### config.mk
export PLATFORM = sky130hd
export DESIGN_NAME = enigma_feeder
export DESIGN_NICKNAME = d
export VERILOG_FILES = /design/src/rtl/enigma_feeder.sv
export SDC_FILE = /design/constraint.sdc
export NUM_CORES = 1
export LEC_CHECK = 0
export BUFFER_PORTS_ARGS = -buffer_cell sky130_fd_sc_hd__buf_2
export CELL_PAD_IN_SITES_DETAIL_PLACEMENT = 0
export CELL_PAD_IN_SITES_GLOBAL_PLACEMENT = 1
export CORE_AREA = 2 2 86 80
export CTS_BUF_LIST = sky130_fd_sc_hd__clkbuf_4 sky130_fd_sc_hd__clkbuf_8
export DETAILED_ROUTE_END_ITERATION = 8
export DIE_AREA = 0 0 88 82
export HOLD_SLACK_MARGIN = 0.03
export PLACE_DENSITY_LB_ADDON = 0.1
export SKIP_CTS_REPAIR_TIMING = 1
export SLEW_MARGIN = 20
export SYNTH_ARGS = -nofsm -noshare
export SYNTH_HDL_FRONTEND = slang
export SYNTH_SLANG_ARGS = --single-unit
### constraint.sdc
create_clock -name clk -period 5.5 [get_ports clk]
set_clock_uncertainty 0.05 [all_clocks]
set_input_delay 0.55 -clock clk [delete_from_list [all_inputs] [get_ports clk]]
set_output_delay 0.55 -clock clk [all_outputs]
set_load 0.02 [all_outputs]
### src/rtl/enigma_feeder.sv
// Host-side initiator for the Enigma core: one character in flight, output FIFO.
// Define ENIGMA_FEEDER_FILTER_EN to fold lowercase and bypass non-letters.
module enigma_feeder #(
    parameter int OUT_DEPTH = 4,
    parameter int TIMEOUT   = 64
) (
    input  logic       clk,
    input  logic       reset,
    input  logic       cfg_start,
    input  logic       cfg_dec,
    input  logic       in_valid,
    input  logic [7:0] in_data,
    input  logic       in_last,
    output logic       in_ready,
    output logic       core_set,
    output logic       core_en,
    output logic       core_valid,
    output logic [7:0] core_din,
    output logic       core_dec,
    input  logic       core_done,
    input  logic [7:0] core_dout,
    output logic       out_valid,
    output logic [7:0] out_data,
    output logic       out_last,
    input  logic       out_ready,
    output logic       busy,
    output logic       err
);
    localparam int AW = $clog2(OUT_DEPTH);
    localparam int CW = AW + 1;
    localparam int TW = $clog2(TIMEOUT) + 1;

    localparam logic [2:0] S_IDLE  = 3'd0;
    localparam logic [2:0] S_SET   = 3'd1;
    localparam logic [2:0] S_LOAD  = 3'd2;
    localparam logic [2:0] S_ISSUE = 3'd3;
    localparam logic [2:0] S_WAIT  = 3'd4;
    localparam logic [2:0] S_ERR   = 3'd5;

    logic [2:0]    state_q, state_d;
    logic [7:0]    byte_q, byte_d;
    logic          last_q, last_d;
    logic          byp_q, byp_d;
    logic          dec_q, dec_d;
    logic          err_q, err_d;
    logic [TW-1:0] tmr_q, tmr_d;
    logic [CW-1:0] cnt_q;
    logic [AW-1:0] wr_q, rd_q;
    logic [8:0]    mem_q [OUT_DEPTH];

    logic       hs, push, pop;
    logic [8:0] push_data;
    logic [7:0] in_byte;
    logic       in_byp;

    always_comb begin
        in_byte = in_data;
        in_byp  = 1'b0;
`ifdef ENIGMA_FEEDER_FILTER_EN
        if (in_data >= 8'h61 && in_data <= 8'h7a) begin
            in_byte = in_data - 8'h20;
        end else if (!(in_data >= 8'h41 && in_data <= 8'h5a)) begin
            in_byp = 1'b1;
        end
`endif
    end

    assign in_ready   = (state_q == S_LOAD) && (cnt_q < CW'(OUT_DEPTH));
    assign core_set   = (state_q == S_SET);
    assign core_en    = (state_q == S_SET) || (state_q == S_LOAD) ||
                        (state_q == S_ISSUE) || (state_q == S_WAIT);
    assign core_valid = (state_q == S_ISSUE) && !byp_q;
    assign core_din   = byte_q;
    assign core_dec   = dec_q;
    assign busy       = (state_q != S_IDLE) && (state_q != S_ERR);
    assign err        = err_q;
    assign out_valid  = (cnt_q != '0);
    assign out_data   = out_valid ? mem_q[rd_q][8:1] : 8'h00;
    assign out_last   = out_valid ? mem_q[rd_q][0] : 1'b0;

    assign hs  = in_ready && in_valid;
    assign pop = out_valid && out_ready;

    always_comb begin
        state_d   = state_q;
        byte_d    = byte_q;
        last_d    = last_q;
        byp_d     = byp_q;
        dec_d     = dec_q;
        err_d     = err_q;
        tmr_d     = tmr_q;
        push      = 1'b0;
        push_data = {core_dout, last_q};
        unique case (state_q)
            S_IDLE, S_ERR: begin
                if (cfg_start) begin
                    dec_d   = cfg_dec;
                    err_d   = 1'b0;
                    state_d = S_SET;
                end
            end
            S_SET: state_d = S_LOAD;
            S_LOAD: begin
                if (hs) begin
                    byte_d  = in_byte;
                    last_d  = in_last;
                    byp_d   = in_byp;
                    state_d = S_ISSUE;
                end
            end
            S_ISSUE: begin
                tmr_d = '0;
                // Bypassed bytes go straight to the FIFO instead of the core
                if (byp_q) begin
                    push      = 1'b1;
                    push_data = {byte_q, last_q};
                    state_d   = last_q ? S_IDLE : S_LOAD;
                end else begin
                    state_d = S_WAIT;
                end
            end
            S_WAIT: begin
                tmr_d = tmr_q + 1'b1;
                if (core_done) begin
                    push    = 1'b1;
                    state_d = last_q ? S_IDLE : S_LOAD;
                end else if (tmr_q == TW'(TIMEOUT - 1)) begin
                    err_d   = 1'b1;
                    state_d = S_ERR;
                end
            end
            default: state_d = S_IDLE;
        endcase
    end

    always_ff @(posedge clk) begin
        if (reset) begin
            state_q <= S_IDLE;
            byte_q  <= '0;
            last_q  <= 1'b0;
            byp_q   <= 1'b0;
            dec_q   <= 1'b0;
            err_q   <= 1'b0;
            tmr_q   <= '0;
            cnt_q   <= '0;
            wr_q    <= '0;
            rd_q    <= '0;
        end else begin
            state_q <= state_d;
            byte_q  <= byte_d;
            last_q  <= last_d;
            byp_q   <= byp_d;
            dec_q   <= dec_d;
            err_q   <= err_d;
            tmr_q   <= tmr_d;
            cnt_q   <= cnt_q + CW'(push) - CW'(pop);
            if (push) wr_q <= wr_q + 1'b1;
            if (pop)  rd_q <= rd_q + 1'b1;
        end
    end

    always_ff @(posedge clk) begin
        if (push) mem_q[wr_q] <= push_data;
    end

endmodule

## Word-level counts from Yosys, hierarchy flattened

Memory sizes are Yosys's and may differ from the RTL's. A register that Yosys moved wholly into a read port is not among the register bits.
Cells that the tools add are included.

| storage, ports and cells | value |
|---|---|
| memory bits (writable) | 36 |
| register bits after elaboration | 28 |
| output and inout port bits | 25 |
| memories kept | 1 |

Memory list:

| name | words | width | rd ports | clocked after Yosys merged registers in | write ports | line | source |
|---|---|---|---|---|---|---|---|
| mem_q | 4 | 9 | 1 | 1 | 1 | 49 | `logic [8:0] mem_q [OUT_DEPTH];` |

| operators by class | value |
|---|---|
| muxes and demuxes | 19 |
| reduce and logical (&&, ||, !) cells | 17 |
| $add $sub $neg | 5 |
| equal/unequal tests | 12 |
| $lt $le $gt $ge | 1 |

Operator list:

| kind | count |
|---|---|
| one-hot mux 3 bit (5 select lines) | 1 |
| one-hot mux 7 bit (2 select lines) | 1 |
| two-way mux 3 bit | 4 |
| two-way mux 1 bit | 8 |
| two-way mux 8 bit | 1 |
| adder 7 x 1 -> 7 bit, second input constant | 1 |
| equality test 7 x 6 -> 1 bit, second input constant | 1 |
| equality test 3 x 2 -> 1 bit, second input constant | 2 |
| equality test 3 bit, second input constant | 2 |
| two-way mux 2 bit | 3 |
| != test 2 bit, second input constant | 3 |
| nonzero test 3 bit | 2 |
| adder 2 x 1 -> 2 bit, second input constant | 2 |
| logical AND 1 bit | 4 |
| AND reduction 2 bit | 2 |
| AND reduction 4 bit | 1 |
| nonzero test 2 bit | 2 |
| adder 3 x 1 -> 3 bit | 1 |
| equality test 3 x 1 -> 1 bit, second input constant | 1 |
| zero test 3 bit | 1 |
| logical OR 1 bit | 3 |
| < comparator 3 bit, second input constant | 1 |
| != test 3 x 2 -> 1 bit, second input constant | 1 |
| != test 3 bit, second input constant | 1 |
| 5 further kinds | 5 |

## Logic depth before layout (Yosys ltp)

| depth | value |
|---|---|
| depth in word-level cells | 5 |
| mapped depth | 12 |
| mapped depth without buffers | 10 |

## Least setup slack after synthesis

No wires, ideal clock.

| timing path | value |
|---|---|
| kind | flip-flop to flip-flop |
| start | register state_q[0] |
| end | register cnt_q[2] |
| path buffers | 2 |
| setup slack | 3.035 ns |
| cell stages (with the launch flop) | 13 |
| period minus slack after synthesis | 2.465 ns |
| setup time | 0.128 ns |
| data arrival time | 2.288 ns |
| required time | 5.322 ns |
| cells stage by stage | dfxtp_1 clkbuf_1 nor3b_1 buf_2 nand2_1 ha_1 inv_1 ha_1 inv_1 fa_1 xor2_1 xnor2_1 nor2_1 |

| on the way | value |
|---|---|
| cells in the longest elaborated chain, start to end | 4 |

Ends and longest elaborated chain:

| item | line | source |
|---|---|---|
| from (decl) | 40 | `logic [2:0] state_q, state_d;` |
| from (signal assigned) | 149 | `state_q <= state_d;` |
| equality test 3 bit | 94 | `unique case (state_q)` |
| two-way mux 1 bit | -- |  |
| adder 3 x 1 -> 3 bit | 156 | `cnt_q <= cnt_q + CW'(push) - CW'(pop);` |
| subtractor 3 x 1 -> 3 bit | 156 |  |
| to (signal assigned) | 156 |  |
| to (decl) | 47 | `logic [CW-1:0] cnt_q;` |

No other way between the ends.
A chain may end at the register's enable or synchronous reset.

## Worst setup path in the final report

| timing path | value |
|---|---|
| start | register state_q[1] |
| end | output port in_ready |

| on the way | value |
|---|---|
| cells in the longest elaborated chain, start to end | 2 |

Ends and longest elaborated chain:

| item | line | source |
|---|---|---|
| equality test 3 x 2 -> 1 bit | 68 | `assign in_ready = (state_q == S_LOAD) && (cnt_q < CW'(OUT_DEPTH));` |
| logical AND 1 bit | 68 |  |
| to (decl) | 14 | `output logic in_ready,` |

No other way between the ends.

==> metrics.md <==
| Metric | Value |
|---|---|
| Die Area | 0.00722 mm² |
| Critical path type | reg -> out |
| Routed Antenna Nets | 0 |
| Max-Cap Viols | 0 |
| # rows | 28 |
| Part of the power in registers | 42.9% |
| Hold_sp | core_dout[5] |
| Post-route DRC violation count | 0 |
| Worst R2R End | cnt_q[2]$_SDFF_PP0_ |
| Synthesized instance count | 226 |
| Layout fillers | 596 |
| Outcome | finished clean |
| Number of DRC markers in iteration 0 | 79 |
| GRT Total Usage | 16.2% |
| Yosys cell types | 36 |
| Synth Cell Area | 0.00275 mm² |
| Reg2Reg Depth | 10 |
| Worst vdd ir | 0.201 mV |
| Max Fclk | 0.386 GHz |
| Min-Delay Path Depth | 1 |
| Max-slew violations | 0 |
| Register area share after synthesis | 61.1% |
| TritonCTS clock tree | done |
| Die width | 88 µm |
| Hold Path End | mem_q[0][6]$_DFFE_PP_ |
| Final setup vio count | 0 |
| First-pass GRT wire length | 8.55 mm |
| PD cells | 445 mW/mm² |
| PortBufs | 48 |
| Max-slew headroom | 36.4% |
| DRT Wirelength | 5.20 mm |
| Average size of a mapped cell | 12.2 µm² |
| WL/cell | 14.1 µm |
| CP max FO | 11 |
| Setup crit start kind | flip-flop |
| Reg2reg setup slack | 2910 ps |
| Asr flop ratio synth | 0% |
| Nets | 305 |
| Routed vias/inst | 4.92 |
| Leak | 1.25 nW |
| Io pins | 49 |
| Power share of the combinational group | 30.0% |
| Crit path time final | 2590 ps |
| Number of diodes | 0 |
| Layout cell share with drive strength beyond 1 | 27.0% |
| Initial Util | 43.4% |
| Warnings from Yosys | 0 |
| Total number of H-tree levels | 3 |
| Die span in y | 82 µm |
| Hold Crit Class | in -> reg |
| CTS root buf | clkbuf_8 |
| Vias | 1,811 |
| Crit path required time | 4900 ps |
| Sw Share | 33.3% |
| CP endpoint kind | output port |
| Measured slew at the worst slew-check pin | 952 ps |
| Cts bufs inserted | 9 |
| Final worst path period share | 47.1% |
| Vias in the first global route | 1,773 |
| Area growth syn-to-layout | 18.3% |
| FF+latch count, synth | 66 |
| CORE AREA | 0.00634 mm² |
| Pin count of the biggest net entering global routing | 31 |
| NetSw | 0.483 mW |
| Initial antenna violation count | 0 |
| Clk sinks | 66 |
| Top FF cell, synth | edfxtp_1 |
| Clk pwr share | 27.1% |
| P_int | 0.966 mW |
| Synthesized net count | 258 |
| Global route overflow | 0 |
| Final Hold Fails | 0 |
| Arrival @ worst endpoint | 1990 ps |
| CTS Buffer Depth | 2 |
| Clk Latency, worst-skew pair | 330 ps |
| FF-to-FF Start | cnt_q[2]$_SDFF_PP0_ |
| 1st-pass router iterations | 4 |
| Final setup TNS | 0 ps |
| Clk pin slew, worst setup/hold paths | 70 ps |
| Post-synth EDFFs | 36 |
| Unrepaired setup endpoints after global routing | no |
| GP Congestion | 0.709 |
| Post-DP HPWL | 3.40 mm |
| Final total power | 1.45 mW |
worst max path at each step:
stage,cells past startpoint,to,startpoint,slack [ps]
floorplan,12,cnt_q[2]$_SDFF_PP0_,state_q[0]$_SDFFE_PP0P_,3030
global placement,10,cnt_q[2]$_SDFF_PP0_,cnt_q[2]$_SDFF_PP0_,2950
detailed placement,10,cnt_q[2]$_SDFF_PP0_,cnt_q[2]$_SDFF_PP0_,2910
CTS,10,cnt_q[2]$_SDFF_PP0_,cnt_q[2]$_SDFF_PP0_,2880
global route,2,in_ready,state_q[1]$_SDFFE_PP0P_,2710
finish,2,in_ready,state_q[1]$_SDFFE_PP0P_,2910
through the flow:
stage | cell area (µm²) | setup slack, ps | util (%) | cells | hold slack (ps)
2_1_floorplan | 2750 | 3030 | - | 226 | 408
3_3_place_gp | 3060 | 2950 | 48.3 | 352 | 392
3_5_place_dp | 3060 | 2910 | 48.3 | 352 | 397
4_1_cts | 3250 | 2880 | 51.3 | 368 | 368
5_1_grt | 3250 | 2710 | 51.3 | 368 | 370
6_report | 3250 | 2910 | 51.3 | 368 | 383
layout make-up:
type	instances	area, µm²	share of cell area (%)
timing repair buffer	49	248	7.61
clock buffer	11	139	4.27
sequential	66	1680	51.7
clock inverter	5	53.8	1.65
multi-input combinational	139	990	30.4
inverter	8	30.0	0.923
tap	90	113	3.46
power by group through the flow:
stage	combinational [mW]	clock, mW	sequential, mW
finish	0.435	0.393	0.621
global route	0.484	0.430	0.634
CTS	0.443	0.407	0.623
detailed placement	0.440	0	0.634
global placement	0.439	0	0.633
floorplan	0.350	0	0.596
cells in the mapped netlist (all sizes together) (2+ instances only):
master / instances / share of area, %
edfxtp: 36 / 39
dfxtp: 30 / 22
a21oi: 21 / 3.8
nor2: 17 / 2.3
nand3: 16 / 2.9
nand2: 14 / 1.9
and2: 10 / 2.3
mux4: 9 / 7.4
inv: 8 / 1.1
clkbuf: 7 / 0.96
ha: 7 / 3.2
o21ai: 7 / 1.3
buf: 6 / 1.0
and3: 5 / 1.1
xnor2: 4 / 1.3
nor3: 3 / 0.55
xor2: 3 / 0.96
nand3b: 2 / 0.55
nor2b: 2 / 0.45
nor3b: 2 / 0.55
o41ai: 2 / 0.64
or3: 2 / 0.45
kinds of logic (layout without fill, tap and decap cells):
logic type,after synthesis,count (layout),synth area share (%)
DFF,66,66,61.1
adders and majority gates,8,8,3.91
buffers and inverters,21,73,3.09
xor gates and xnor gates,7,7,2.23
AOI/OAI and AO/OA,36,36,7.33
muxes,10,10,7.73
and+or+nand+nor,78,78,14.6
cells in the final DEF, fill, tap and decap left out, types with 7 or more instances in the layout:
cell	n
nand2_1	14
clkbuf_8	9
nor2_1	17
dfxtp_1	30
edfxtp_1	36
ha_1	7
a21oi_1	21
nand3_1	16
and2_1	10
mux4_2	9
o21ai_0	7
buf_2	48
inv_1	8
critical path: stages, from the launching register on:
cell and delay (ps):
dfxtp_1 520, nor4b_2 840, buf_2 310
flip-flops by register name, summed over array words and instances, names as in the netlist, 2 cells and up, named ones only:
name	count
rd_q	2
wr_q	2
state_q	3
mem_q	36
cnt_q	3
core_din	8
tmr_q	7
per-layer routing:
metal	global-route usage, %	share of wire [%]	vias up
met5	0	0	-
met4	6.92	1.7	0
met3	4.82	4.5	7
met2	26.2	47	44
met1	20.2	47	852
li1	-	-	908
No activity file was read; power rests on OpenSTA's default activity.
